## config.mk

```make
export PLATFORM = sky130hd
export DESIGN_NAME = ccff_prog_ctrl_flat
export DESIGN_NICKNAME = d
export VERILOG_FILES = /design/src/rtl/ccff_prog_ctrl_if.sv /design/src/rtl/ccff_prog_ctrl.sv /design/src/flat_wrapper.sv
export SDC_FILE = /design/constraint.sdc
export NUM_CORES = 1
export LEC_CHECK = 0
export ABC_AREA = 0
export CAP_MARGIN = 10
export CORE_UTILIZATION = 50
export DETAILED_ROUTE_END_ITERATION = 6
export PLACE_DENSITY_LB_ADDON = 0.25
export SLEW_MARGIN = 25
export SYNTH_ARGS = -nofsm -noshare
export SYNTH_HDL_FRONTEND = slang
export SYNTH_SLANG_ARGS = --single-unit
```

## constraint.sdc

```tcl
create_clock -name prog_clk -period 2.8 [get_ports prog_clk]
set_input_delay 0.42 -clock prog_clk [delete_from_list [all_inputs] [get_ports prog_clk]]
set_output_delay 0.42 -clock prog_clk [all_outputs]
set_load 0.005 [all_outputs]
```

## src/rtl/ccff_prog_ctrl_if.sv

```systemverilog
// Bitstream handshake plus start/status bundle between a bitstream source and ccff_prog_ctrl.
// The master side is the source (host bridge / ROM reader); the slave side is the controller.
interface ccff_prog_ctrl_if #(
    parameter int unsigned WORD_W = 32
);
    logic              start;
    logic              busy;
    logic              done;
    logic              error;
    logic              word_valid;
    logic [WORD_W-1:0] word_data;
    logic              word_ready;

    modport master (
        output start,
        output word_valid,
        output word_data,
        input  busy,
        input  done,
        input  error,
        input  word_ready
    );

    modport slave (
        input  start,
        input  word_valid,
        input  word_data,
        output busy,
        output done,
        output error,
        output word_ready
    );
endinterface

```

## src/rtl/ccff_prog_ctrl.sv

```systemverilog
// Serializes a word-wide bitstream into the configuration flip-flop chain, LSB first.
// Define CCFF_CRC_EN to add a trailing CRC-16-CCITT check word after the chain data.
module ccff_prog_ctrl #(
    parameter int unsigned CHAIN_LEN = 1024,
    parameter int unsigned WORD_W    = 32,
    parameter int unsigned CNT_W     = $clog2(CHAIN_LEN + 1)
) (
    input  logic            prog_clk,
    input  logic            pReset_n,
    ccff_prog_ctrl_if.slave bus,
    output logic            ccff_head,
    output logic            ccff_shift_en
);

    localparam int unsigned      REM_W     = $clog2(WORD_W + 1);
    localparam logic [CNT_W-1:0] CHAIN_END = CNT_W'(CHAIN_LEN);

`ifdef CCFF_CRC_EN
    typedef enum logic [2:0] {
        StIdle  = 3'd0,
        StLoad  = 3'd1,
        StShift = 3'd2,
        StCrc   = 3'd3,
        StDone  = 3'd4
    } state_e;
`else
    typedef enum logic [2:0] {
        StIdle  = 3'd0,
        StLoad  = 3'd1,
        StShift = 3'd2,
        StDone  = 3'd4
    } state_e;
`endif

    state_e            state_q, state_d;
    logic [CNT_W-1:0]  cnt_q, cnt_d;
    logic [WORD_W-1:0] sreg_q, sreg_d;
    logic [REM_W-1:0]  rem_q, rem_d;
    logic              head_q, head_d;
    logic              shift_en_q, shift_en_d;
    logic [31:0]       left_w;
    logic [31:0]       k_w;

    // Status outputs decode straight from the state register.
    always_comb begin
        bus.done = (state_q == StDone);
`ifdef CCFF_CRC_EN
        bus.word_ready = (state_q == StLoad) || (state_q == StCrc);
        bus.busy       = (state_q == StLoad) || (state_q == StShift) || (state_q == StCrc);
`else
        bus.word_ready = (state_q == StLoad);
        bus.busy       = (state_q == StLoad) || (state_q == StShift);
`endif
    end

    assign ccff_head     = head_q;
    assign ccff_shift_en = shift_en_q;

    // Bits this word contributes: a full word, or whatever is left of the chain.
    always_comb begin
        left_w = 32'(CHAIN_LEN) - 32'(cnt_q);
        k_w    = (left_w < 32'(WORD_W)) ? left_w : 32'(WORD_W);
    end

    always_comb begin
        state_d    = state_q;
        cnt_d      = cnt_q;
        sreg_d     = sreg_q;
        rem_d      = rem_q;
        head_d     = 1'b0;
        shift_en_d = 1'b0;

        unique case (state_q)
            StIdle: begin
                if (bus.start) begin
                    state_d = StLoad;
                    cnt_d   = '0;
                end
            end
            StLoad: begin
                if (bus.word_valid) begin
                    // First bit goes out on the registered pins right away.
                    head_d     = bus.word_data[0];
                    shift_en_d = 1'b1;
                    sreg_d     = bus.word_data >> 1;
                    cnt_d      = cnt_q + CNT_W'(1);
                    rem_d      = REM_W'(k_w - 32'd1);
                    state_d    = StShift;
                end
            end
            StShift: begin
                if (rem_q != '0) begin
                    head_d     = sreg_q[0];
                    shift_en_d = 1'b1;
                    sreg_d     = sreg_q >> 1;
                    cnt_d      = cnt_q + CNT_W'(1);
                    rem_d      = rem_q - REM_W'(1);
                end else if (cnt_q == CHAIN_END) begin
`ifdef CCFF_CRC_EN
                    state_d = StCrc;
`else
                    state_d = StDone;
`endif
                end else begin
                    state_d = StLoad;
                end
            end
`ifdef CCFF_CRC_EN
            StCrc: begin
                if (bus.word_valid) begin
                    state_d = StDone;
                end
            end
`endif
            StDone: begin
                state_d = StIdle;
            end
            default: begin
                state_d = StIdle;
            end
        endcase
    end

    always_ff @(posedge prog_clk) begin
        if (!pReset_n) begin
            state_q    <= StIdle;
            cnt_q      <= '0;
            sreg_q     <= '0;
            rem_q      <= '0;
            head_q     <= 1'b0;
            shift_en_q <= 1'b0;
        end else begin
            state_q    <= state_d;
            cnt_q      <= cnt_d;
            sreg_q     <= sreg_d;
            rem_q      <= rem_d;
            head_q     <= head_d;
            shift_en_q <= shift_en_d;
        end
    end

`ifdef CCFF_CRC_EN
    logic [15:0] crc_q, crc_d;
    logic        err_q, err_d;

    // CRC runs over exactly the bits the chain sees, i.e. head while shift_en is high.
    always_comb begin
        crc_d = crc_q;
        err_d = err_q;
        if ((state_q == StIdle) && bus.start) begin
            crc_d = 16'hFFFF;
            err_d = 1'b0;
        end else if (shift_en_q) begin
            crc_d = {crc_q[14:0], 1'b0} ^ ((crc_q[15] ^ head_q) ? 16'h1021 : 16'h0000);
        end
        if ((state_q == StCrc) && bus.word_valid) begin
            err_d = (bus.word_data[15:0] != crc_q);
        end
    end

    always_ff @(posedge prog_clk) begin
        if (!pReset_n) begin
            crc_q <= 16'hFFFF;
            err_q <= 1'b0;
        end else begin
            crc_q <= crc_d;
            err_q <= err_d;
        end
    end

    assign bus.error = (state_q == StDone) && err_q;
`else
    assign bus.error = 1'b0;
`endif

endmodule
```

## src/flat_wrapper.sv

```systemverilog
// flat-port wrapper written by rule: the top's interface ports become plain ports
module ccff_prog_ctrl_flat 
#(
    parameter int unsigned CHAIN_LEN = 1024,
    parameter int unsigned WORD_W    = 32,
    parameter int unsigned CNT_W     = $clog2(CHAIN_LEN + 1)
)
  (prog_clk, pReset_n, ccff_head, ccff_shift_en, bus_start, bus_word_valid, bus_word_data, bus_busy, bus_done, bus_error, bus_word_ready);
  ccff_prog_ctrl_if #(.WORD_W(WORD_W)) bus_i ();
  input  logic prog_clk;
  input  logic pReset_n;
  output logic ccff_head;
  output logic ccff_shift_en;
  input wire logic [$bits(bus_i.start)-1:0] bus_start;
  input wire logic [$bits(bus_i.word_valid)-1:0] bus_word_valid;
  input wire logic [$bits(bus_i.word_data)-1:0] bus_word_data;
  output wire logic [$bits(bus_i.busy)-1:0] bus_busy;
  output wire logic [$bits(bus_i.done)-1:0] bus_done;
  output wire logic [$bits(bus_i.error)-1:0] bus_error;
  output wire logic [$bits(bus_i.word_ready)-1:0] bus_word_ready;
  assign bus_i.start = bus_start;
  assign bus_i.word_valid = bus_word_valid;
  assign bus_i.word_data = bus_word_data;
  assign bus_busy = bus_i.busy;
  assign bus_done = bus_i.done;
  assign bus_error = bus_i.error;
  assign bus_word_ready = bus_i.word_ready;
  ccff_prog_ctrl #(.CHAIN_LEN(CHAIN_LEN), .WORD_W(WORD_W), .CNT_W(CNT_W)) u_core (.prog_clk(prog_clk), .pReset_n(pReset_n), .bus(bus_i), .ccff_head(ccff_head), .ccff_shift_en(ccff_shift_en));
endmodule
```

# After elaboration in Yosys (flattened, before gate mapping)
# Cells that the tools add are included.
[word_totals]
ff_bits = 54
output_inout_bits = 6
ramBits = 0
elab_cells = 49
romBits = 0
memories = 0
in_bits = 36
latch_bits = 0
[op_classes]
order_cmp = 1
n_bitwise = 0
reduce_logical = 8
n_eq_ne = 8
n_mul = 0
addsub = 4
n_mux = 22
n_div = 0
shift = 0
[op_table]
columns = ["operator", "count"]
rows = [
  ["$mux 32", 2],
  ["$pmux 32 s2", 1],
  ["$mux 11", 3],
  ["$pmux 11 s3", 1],
  ["$lt 32x6->1 const B", 1],
  ["$mux 6", 3],
  ["$mux 3", 4],
  ["$pmux 6 s2", 1],
  ["$sub 11x11->12 const A", 1],
  ["$sub 6x1->6 const B", 2],
  ["$add 11x1->11 const B", 1],
  ["$eq 11x11->1 const B", 1],
  ["$pmux 3 s3", 1],
  ["$ne 2x2->1 const B", 4],
  ["$reduce_and 3->1", 2],
  ["$reduce_bool 6->1", 1],
  ["$mux 1", 4],
  ["$pmux 1 s2", 2],
  ["$reduce_and 4->1", 1],
  ["$eq 3x1->1 const B", 1],
  ["$eq 3x2->1 const B", 1],
  ["$eq 3x3->1 const B", 1],
  ["$logic_not 3->1", 1],
  ["$reduce_bool 3->1", 1],
  ["2 further kinds", 2],
]

# Logic depth before layout (Yosys ltp)
# Gate-level depths: netlist of run 1.
[depth]
ltp_word = 6
ltp_mapped = 14
depth_no_buf = 13

# Least setup slack after synthesis of run 1
# OpenSTA, ideal clock, no wires.
[synth_path]
kind = "reg-to-reg"
startpoint = "register u_core.cnt_q[0]"
endpoint = "register u_core.rem_q[2]"
period_less_slack_ns = 2.258
n_path_buf = 1
arrival_time_ns = 2.141
stages_incl_launch_ff = 12
path_slack_ns = 0.542
setup_ns = 0.117
required_time_ns = 2.683
path_cell_list = "dfxtp_1 -> clkbuf_1 -> inv_1 -> ha_1 -> o31ai_1 -> mux2i_1 -> nor2_1 -> a22oi_1 -> ha_1 -> o211ai_1 -> o31ai_1 -> a32o_1"
[synth_between]
elab_chain_len = 6
[synth_lines]
columns = ["element", "line_no", "source"]
rows = [
  ["from (decl)", "ccff_prog_ctrl.sv:36", "logic [CNT_W-1:0] cnt_q, cnt_d;"],
  ["from (signal assigned)", "ccff_prog_ctrl.sv:134", "cnt_q <= cnt_d;"],
  ["$sub 11x11->12 *", "ccff_prog_ctrl.sv:61", "left_w = 32'(CHAIN_LEN) - 32'(cnt_q);"],
  ["$lt 32x6->1", "ccff_prog_ctrl.sv:62", "k_w = (left_w < 32'(WORD_W)) ? left_w : 32'(WORD_W);"],
  ["$mux 6 *", "ccff_prog_ctrl.sv:62", ""],
  ["$sub 6x1->6 *", "ccff_prog_ctrl.sv:87", "rem_d = REM_W'(k_w - 32'd1);"],
  ["$mux 6 *", "ccff_prog_ctrl.sv:81", "if (bus.word_valid) begin"],
  ["$pmux 6 s2 *", "ccff_prog_ctrl.sv:73", "unique case (state_q)"],
  ["to (signal assigned)", "ccff_prog_ctrl.sv:136", "rem_q <= rem_d;"],
  ["to (decl)", "ccff_prog_ctrl.sv:38", "logic [REM_W-1:0] rem_q, rem_d;"],
]
# Mark *: on every way between the ends. The rest lies on a longest branch, timed or not. The select of a mux whose other input is x is not followed.
# A chain may end at the register's enable or synchronous reset.

# Worst setup path in the final report of run 1
# Same ends and word-level chain as after synthesis.

==> qor.csv, run 1 <==
metric,value,unit
status,"finished, final reports clean",
Die H,77.27,um
initial antenna violation count,0,
register area share after synthesis,0.3746,
Max Clock Freq,408.6,MHz
Tot GR Track Use,0.2274,
Setup TNS,0,ps
Nets,421,
DR DRC count,0,
ys async rst share,0,
clock sinks,53,
CP peak stage delay,490,ps
Die Footprint,5971,sq um
drt initial violations,144,
first-pass GRT wire length,10980,um
worst setup margin,352.8,ps
CP Buf/Inv Count,1,
max cap viols,0,
Vias,2559,
Mapped Cells,354,
Synth Warn #,0,
fill cell count,516,
vias in the first global route,2373,
Synth Net Count,393,
slowest CP cell,dfxtp_1,
CTS buffer count,5,
Leakage,1.620,nW
most frequent cells in the layout,"75 x nand2_1, 53 x dfxtp_1, 40 x clkdlybuf4s50_1, 39 x nand3_1, 33 x o211a_1",
cell chain of the critical path,"inv_1, ha_1, o31ai_1, mux2i_1, nor2_1, a22oi_1, ha_1, o211ai_1, o31ai_1, a32o_1",
post-synth top area share,0.3746,
Pwr Density,534.8,nW/um^2
minimum clock period,2447,ps
die width,77.27,um
Pre-antenna DRT Iters,4,
Top delay family on crit path,compound AO/OA/AOI/OAI gates,
synthesized flop and latch total,53,
core area,5473,sq um
clk_lat worst skew,310,ps
Final Cycle Share,0.8740,
unrepaired setup endpoints after global routing,no,
dpl cell area,3274,sq um
critical path peak fanout,9,
Critical Path End Type,register,
remaining global-route overflow,0,
type of the worst min-delay path,register to register,
DRT Wirelength,6205,um
largest area contributor in the netlist,dfxtp_1,
"Reg clk slew, reported paths",90,ps
CTS tree,yes,
Final Slew Violations,0,
initial core utilization,0.5176,
FF+latch area,1061,sq um
routability cong.,0.8812,
Post-synth EDFFs,0,
share of layout cells above drive strength 1,0.06266,
Util after Layout,0.6189,
syn avg cell area,8.002,sq um
worst path required time,3010,ps
startpoint type of the worst setup path,register,
CTS Hold Buffers Added,0,
CTS root buf,clkbuf_8,
area of the multi-input gates,1632,sq um
ANT nets after route,0,
"commonest non-fill, non-tap cell in the layout",nand2_1,
Setup-failing EPs final,0,
maximum vdd ir drop,0.0003036,V
synthesized area,2833,sq um
library cells used by synthesis,50,
CP Data Arrival Time,2650,ps
# diodes,0,
PortBufs,40,
H-tree depth,2,
"final std cell area, no fill",3387,sq um
Final Hold Vio Count,0,
DP HPWL,4243,um
post-cts resize count,0,
Max-slew headroom,0.6387,
vias per inst,5.624,
Worst Setup Slack post-DPL,382.3,ps
synth-to-layout area growth,19.57,%
top_reg_cell synth,dfxtp_1,
slew of the pin with the lowest slew margin,536.3,ps
# Post-CTS Setup Buffers,0,
Tot Pwr,1.811,mW
clock buffer depth,2,
clk_skew,10.51,ps
critical path class,register to register,
IO Count,42,
largest net degree at the start of global routing,73,
WL/cell,13.64,um
Synth area leaders,"dfxtp_1 37%, o211a_1 12%, nand2_1 9.9%",
row cnt,27,
[state kept, by name, summed over array words and instances, names as in the netlist]
name	cells
u_core.ccff_head	1
u_core.cnt_q	11
u_core.sreg_q	31
u_core.ccff_shift_en	1
u_core.rem_q	6
u_core.state_q	3
[power breakdown]
part	switching [mW]	internal (mW)
registers	0.0527	0.824
clock network	0.265	0.268
logic	0.207	0.196
[cells by family after synthesis]
family	count (synthesis)	synth area share
simple gates	178	0.3017
compound gates	76	0.2217
flops	53	0.3746
buf+inv	32	0.05300
xor+xnor	10	0.03092
fa+ha+maj	3	0.01325
other cells	1	0.001324
mux	1	0.003534
[path summary, 6_finish.rpt]
kind,to,from,cells after the start,slack (ps)
worst max-delay path,u_core.rem_q[2],u_core.cnt_q[0],10,350
worst min-delay path,u_core.sreg_q[4],u_core.sreg_q[4],1,510
worst max register to register,u_core.rem_q[2],u_core.cnt_q[0],10,350
worst min register to register,u_core.sreg_q[4],u_core.sreg_q[4],1,510
[cell type report]
type / instances / share of cell area
Multi-Input combinational cell: 269 / 0.4817
Sequential cell: 53 / 0.3133
Timing Repair Buffer: 48 / 0.1396
Tap cell: 72 / 0.02660
Clock buffer: 5 / 0.02032
Clock inverter: 3 / 0.01293
Inverter: 5 / 0.005541
[cell usage after synthesis (all sizes together) (3+ instances only)]
master / number
nor2: 17
xor2: 7
clkbuf: 20
a21oi: 9
nor3b: 3
nor2b: 6
nand3: 39
o31ai: 4
nor3: 5
xnor2: 3
dfxtp: 53
and2: 5
a22oi: 3
nand2b: 6
o211a: 33
nand2: 75
inv: 5
and3: 4
ha: 3
a21boi: 3
buf: 7
nand4: 7
o21ai: 8
[stage by stage]
step           hold slack, ps  cells
2_1_floorplan           455.0    354
3_3_place_gp            474.4    447
3_5_place_dp            486.5    447
4_1_cts                 511.0    455
5_1_grt                 527.0    455
6_report                506.8    455
[metal layers]
layer / up-vias / part of all wire / wire length, um / global-route usage
li1: 1308 / - / - / -
met1: 1186 / 0.46 / 2884 / 0.2983
met2: 58 / 0.48 / 2965 / 0.3779
met3: 7 / 0.045 / 277 / 0.03929
met4: 0 / 0.012 / 77 / 0.06981
met5: - / 0 / 0 / 0
No activity file was read; power rests on OpenSTA's default activity.
==> run 2, diff against run 1 <==
--- a/config.mk
+++ b/config.mk
@@ -7,7 +7,9 @@
 export LEC_CHECK = 0
 export ABC_AREA = 0
 export CAP_MARGIN = 10
-export CORE_UTILIZATION = 50
+export CELL_PAD_IN_SITES_DETAIL_PLACEMENT = 0
+export CELL_PAD_IN_SITES_GLOBAL_PLACEMENT = 1
+export CORE_UTILIZATION = 40
 export DETAILED_ROUTE_END_ITERATION = 6
 export PLACE_DENSITY_LB_ADDON = 0.25
 export SLEW_MARGIN = 25
==> run 2 against run 1 <==
Flip-flop and latch count stayed put. Combinational power is 2% higher. Sequential power is 0.6% lower. Clock skew is 4.4 ps lower. Critical path depth stayed put. Register-to-register slack better by 80 ps. Wire length is 0.23% higher. Non-clock buffer count is 3 higher.
==> qor.csv, run 2 (synthesis gave the netlist of run 1 again) <==
metric,value,unit,change
status,"finished, final reports clean",,
Leakage,1.632,nW,+0.72%
cell chain of the critical path,"inv_1, ha_1, o31ai_1, mux2i_1, nor2_1, a22oi_1, ha_1, o211ai_1, o31ai_1, a32o_1",,
WL/cell,12.90,um,-5.4%
Largest register FFs,31,,unchanged
startpoint type of the worst setup path,register,,
Vias,2526,,-1.3%
initial antenna violation count,0,,unchanged
# Post-CTS Setup Buffers,0,,unchanged
Regs by FF count,"u_core.sreg_q (31), u_core.cnt_q (11), u_core.rem_q (6)",,
die width,86.16,um,+11%
reg2reg end,u_core.rem_q[2],,
initial core utilization,0.4147,,-0.1030
CTS buffer count,5,,unchanged
Die Footprint,7423,sq um,+24%
critical path peak fanout,8,,-1
unrepaired setup endpoints after global routing,no,,
Setup-failing EPs final,0,,unchanged
post-cts resize count,0,,unchanged
clock buffer depth,2,,unchanged
RR Startpoint,u_core.cnt_q[1],,
Max Clock Freq,421.7,MHz,+3.2%
worst path required time,3010,ps,about the same
Reg2Reg Setup Slack,430,ps,+80 ps
Critical Path Start,u_core.cnt_q[1],,
DP HPWL,4342,um,+2.3%
CP Buf/Inv Count,1,,unchanged
remaining global-route overflow,0,,unchanged
critical path class,register to register,,
clk_lat worst skew,300,ps,about the same
H-tree depth,2,,unchanged
Max-slew headroom,0.6402,,+0.001491
Die H,86.16,um,+11%
Critical Path End,u_core.rem_q[2],,
Nets,424,,+0.71%
stages on the worst setup path,10,,unchanged
CTS tree,yes,,
type of the worst min-delay path,register to register,,
Pwr Density,513.4,nW/um^2,-4.0%
first-pass GRT wire length,10670,um,-2.9%
max cap viols,0,,unchanged
worst hold margin,487.0,ps,-19.84 ps
"final std cell area, no fill",3428,sq um,+1.2%
Critical Path End Type,register,,
CP Data Arrival Time,2580,ps,-70 ps
clk_skew,6.093,ps,-4.413 ps
WHS Path Cells,2,,+1
Tot Pwr,1.760,mW,-2.8%
core area,6832,sq um,+25%
drt initial violations,178,,+24%
Setup TNS,0,ps,unchanged
vias in the first global route,2278,,-4.0%
maximum vdd ir drop,0.0002265,V,-25%
clock sinks,53,,unchanged
ANT nets after route,0,,unchanged
row cnt,30,,+11%
most flop-heavy register,u_core.sreg_q,,
slowest CP cell,dfxtp_1,,
largest net degree at the start of global routing,38,,-48%
"Reg clk slew, reported paths",100,ps,about the same
DR DRC count,0,,unchanged
Final Hold Vio Count,0,,unchanged
# diodes,0,,unchanged
Pre-antenna DRT Iters,4,,unchanged
CTS Hold Buffers Added,0,,unchanged
dpl cell area,3327,sq um,+1.6%
"commonest non-fill, non-tap cell in the layout",nand2_1,,
share of layout cells above drive strength 1,0.06995,,+0.007285
PortBufs,40,,unchanged
routability cong.,0.8249,,-6.4%
Top delay family on crit path,compound AO/OA/AOI/OAI gates,,
fill cell count,708,,+37%
Final Cycle Share,0.8469,,-0.02712
slew of the pin with the lowest slew margin,534.1,ps,-2.213 ps
synth-to-layout area growth,21.02,%,
worst-case reg-to-reg path depth,10,,unchanged
Tot GR Track Use,0.1785,,-0.04887
minimum clock period,2371,ps,-75.93 ps
DRT Wirelength,6219,um,+0.23%
CTS root buf,clkbuf_8,,
vias per inst,5.241,,-6.8%
Final Slew Violations,0,,unchanged
CP peak stage delay,470,ps,-20 ps
most frequent cells in the layout,"75 x nand2_1, 53 x dfxtp_1, 40 x clkdlybuf4s50_1, 39 x nand3_1, 33 x o211a_1",,
IO Count,42,,unchanged
[run 2: changes by cell type in the layout (fill, tap and decap cells not counted), sizes merged]
cell,before,now
inv,6,5
clkbuf,5,7
bufinv,1,0
buf,8,11
[run 2: worst register-to-register path, stage by stage, from the launching register on]
cell and delay (ps):
dfxtp_1 470, inv_1 120, ha_1 230, o31ai_1 220
mux2i_1 160, nor2_1 240, a22oi_1 140, ha_1 280
o211ai_1 110, o31ai_1 90, a32o_1 210
[run 2: worst min-delay path by stage]
stage,from,to,slack [ps]
detailed placement,u_core.sreg_q[30],u_core.sreg_q[30],470
global route,u_core.sreg_q[12],u_core.sreg_q[12],520
floorplan,u_core.sreg_q[30],u_core.sreg_q[30],450
finish,u_core.sreg_q[30],u_core.sreg_q[30],490
CTS,u_core.sreg_q[30],u_core.sreg_q[30],490
global placement,u_core.sreg_q[30],u_core.sreg_q[30],470
[run 2: per-stage QoR]
step                setup slack (ps)  utilization  std cells
global route                   206.1       0.5018        482
detailed placement             344.4       0.4870        474
floorplan                      542.0            -        354
CTS                            446.1       0.5018        482
finish                         428.7       0.5018        482
global placement               385.3       0.4870        474
[run 2: routing by layer]
metal | up-vias | wire, um | track usage
met5 | - | 0 | 0
met2 | 50 | 2756 | 0.2778
met1 | 1159 | 3152 | 0.2509
li1 | 1311 | - | -
met4 | 0 | 65 | 0.05152
met3 | 6 | 244 | 0.03369
[run 2: report_power, final]
part	internal [mW]	switching (mW)
Combinational	0.200	0.210
Clock	0.224	0.255
Sequential	0.823	0.0479
Total	1.25	0.513
[run 2: area by class of cell]
type / count / area (sq um) / area share
sequential: 53 / 1061 / 0.3095
multi-input combinational: 269 / 1632 / 0.4759
clock buffer: 7 / 96.34 / 0.02810
tap: 96 / 120.1 / 0.03504
inverter: 5 / 18.77 / 0.005474
clock inverter: 1 / 5.005 / 0.001460
timing repair buffer: 51 / 495.5 / 0.1445
==> run 3, diff against run 2 <==
==> constraint.sdc (replaced) <==
create_clock -name prog_clk -period 2.35 [get_ports prog_clk]
set_input_delay 0.3525 -clock prog_clk [delete_from_list [all_inputs] [get_ports prog_clk]]
set_output_delay 0.3525 -clock prog_clk [all_outputs]
set_load 0.005 [all_outputs]
==> run 3 against run 2 <==
Power is 18% higher. Wire length is 2.4% higher. Utilization is 1.3 points higher. Global-route usage is 0.71 points higher. Die area stayed put. Critical path depth stayed put. Clock power is 7.7% higher. Flip-flop and latch count stayed put. Clock skew is 2.5 ps higher.
==> qor.csv, run 3 (synthesis gave the netlist of run 1 again) <==
metric,value,unit,change
"commonest non-fill, non-tap cell in the layout",nand2_1,,
Hold Path End,u_core.sreg_q[30],,
Setup TNS,0,ps,unchanged
reg2reg end,u_core.rem_q[2],,
# diodes,0,,unchanged
status,"finished, final reports clean",,
Vias,2618,,+3.6%
Final Slew Violations,0,,unchanged
DP HPWL,4510,um,+3.9%
Max Clock Freq,444.4,MHz,+5.4%
maximum vdd ir drop,0.0003036,V,+34%
clock buffer depth,2,,unchanged
slew of the pin with the lowest slew margin,622.4,ps,+88.28 ps
vias per inst,5.321,,+1.5%
initial core utilization,0.4147,,unchanged
cell chain of the critical path,"buf_4, nor2_1, nand2_1, mux2i_1, nor2_4, a22oi_1, ha_2, a21o_1, nand2_1, a32o_1",,
IO Count,42,,unchanged
worst-case reg-to-reg path depth,10,,unchanged
Die Footprint,7423,sq um,unchanged
Top delay family on crit path,compound AO/OA/AOI/OAI gates,,
Leakage,1.677,nW,+2.8%
Reg2Reg Setup Slack,100,ps,-330 ps
type of the worst min-delay path,register to register,,
vias in the first global route,2328,,+2.2%
WL/cell,12.94,um,+0.31%
slowest CP cell,mux2i_1,,
core area,6832,sq um,unchanged
worst hold margin,486.6,ps,-0.3110 ps
row cnt,30,,unchanged
PortBufs,40,,unchanged
CP peak stage delay,390,ps,-80 ps
Critical Path End Type,register,,
CTS buffer count,5,,unchanged
Setup-failing EPs final,0,,unchanged
Max-slew headroom,0.5807,,-0.05947
remaining global-route overflow,0,,unchanged
first-pass GRT wire length,11070,um,+3.8%
routability cong.,0.8735,,+5.9%
worst path required time,2560,ps,-450 ps
Pwr Density,588.5,nW/um^2,+15%
clk_skew,8.628,ps,+2.535 ps
die width,86.16,um,unchanged
DRT Wirelength,6368,um,+2.4%
share of layout cells above drive strength 1,0.09848,,+0.02854
# Post-CTS Setup Buffers,0,,unchanged
DR DRC count,0,,unchanged
Tot Pwr,2.069,mW,+18%
Final Hold Vio Count,0,,unchanged
CTS tree,yes,,
drt initial violations,169,,-5.1%
most used cell along the critical path,nand2_1,,
initial antenna violation count,0,,unchanged
minimum clock period,2250,ps,-121.3 ps
H-tree depth,2,,unchanged
Worst Min Path Start,u_core.sreg_q[30],,
Worst Setup Slack post-DPL,67.58,ps,-276.8 ps
critical path peak fanout,7,,-1
Pre-antenna DRT Iters,4,,unchanged
most frequent cells in the layout,"75 x nand2_1, 53 x dfxtp_1, 40 x clkdlybuf4s50_1, 39 x nand3_1, 33 x o211a_1",,
max cap viols,0,,unchanged
"Reg clk slew, reported paths",100,ps,about the same
synth-to-layout area growth,24.12,%,
RR Startpoint,u_core.cnt_q[1],,
most flop-heavy register,u_core.sreg_q,,
clock sinks,53,,unchanged
worst setup margin,100.0,ps,-328.7 ps
startpoint type of the worst setup path,register,,
CTS root buf,clkbuf_8,,
Nets,434,,+2.4%
WHS Path Cells,2,,unchanged
Regs by FF count,"u_core.sreg_q (31), u_core.cnt_q (11), u_core.rem_q (6)",,
CP Data Arrival Time,2460,ps,-120 ps
largest net degree at the start of global routing,38,,unchanged
ANT nets after route,0,,unchanged
Final Cycle Share,0.9574,,+0.1105
Largest register FFs,31,,unchanged
CP Buf/Inv Count,1,,unchanged
clk_lat worst skew,310,ps,about the same
critical path class,register to register,,
Tot GR Track Use,0.1856,,+0.007117
Die H,86.16,um,unchanged
-- run 3: cell count changes in the layout (fill, tap and decap cells not counted) --
| cell | delta |
|---|---|
| o31ai_2 | +1 |
| ha_1 | -1 |
| nor2_1 | -1 |
| clkbuf_1 | +1 |
| inv_6 | +1 |
| o31ai_1 | -1 |
| ha_2 | +1 |
| buf_12 | +1 |
| buf_4 | +9 |
| clkbuf_8 | -2 |
| nor2_4 | +1 |
-- run 3: what timing repair did --
action | in CTS | in global routing
resized for setup | 0 | 4
endpoints found under the setup margin | 0 | 2
hold buffers | 0 | 0
-- run 3: worst max-delay path by stage --
stage                          startpoint              end  slack (ps)  cells past startpoint
final                     u_core.cnt_q[1]  u_core.rem_q[2]         100                     10
after global placement    u_core.cnt_q[6]  u_core.rem_q[2]         110                      9
after CTS                 u_core.cnt_q[6]  u_core.rem_q[2]          60                      9
after global routing      u_core.cnt_q[1]  u_core.rem_q[2]         -10                     10
after floorplan           u_core.cnt_q[0]  u_core.rem_q[2]          90                     11
after detailed placement  u_core.cnt_q[6]  u_core.rem_q[2]          70                      9
-- run 3: report_power, final --
part           internal [mW]  total [mW]  switching, mW  leakage (nW)
clock network          0.213       0.516          0.303        0.0456
registers              0.981        1.03         0.0530         0.433
logic                  0.257       0.519          0.262          1.20
total                   1.45        2.07          0.618          1.68
-- run 3: through the flow --
stage	util	instance area, sq um	std cells
after floorplan	-	2833	354
after global placement	0.4998	3415	484
after detailed placement	0.4998	3415	484
after CTS	0.5125	3501	492
after global routing	0.5147	3516	492
final	0.5147	3516	492
-- run 3: worst min-delay path: stages, from the launching register on --
cell and delay (ps):
dfxtp_1 320, nand2b_1 60, a21boi_0 60
-- run 3: cell type report --
| class | count | area (sq um) |
|---|---|---|
| timing repair buffer | 61 | 583.1 |
| clock inverter | 2 | 13.76 |
| tap | 96 | 120.1 |
| sequential | 53 | 1061 |
| fill | 688 | 3316 |
| inverter | 5 | 18.77 |
| multi-input combinational | 269 | 1647 |
| clock buffer | 6 | 72.57 |
-- run 3: routing by layer --
layer,wire (um),GRT usage
met1,3257,0.2698
met4,72,0.05000
met2,2740,0.2778
met3,296,0.03754
met5,0,0
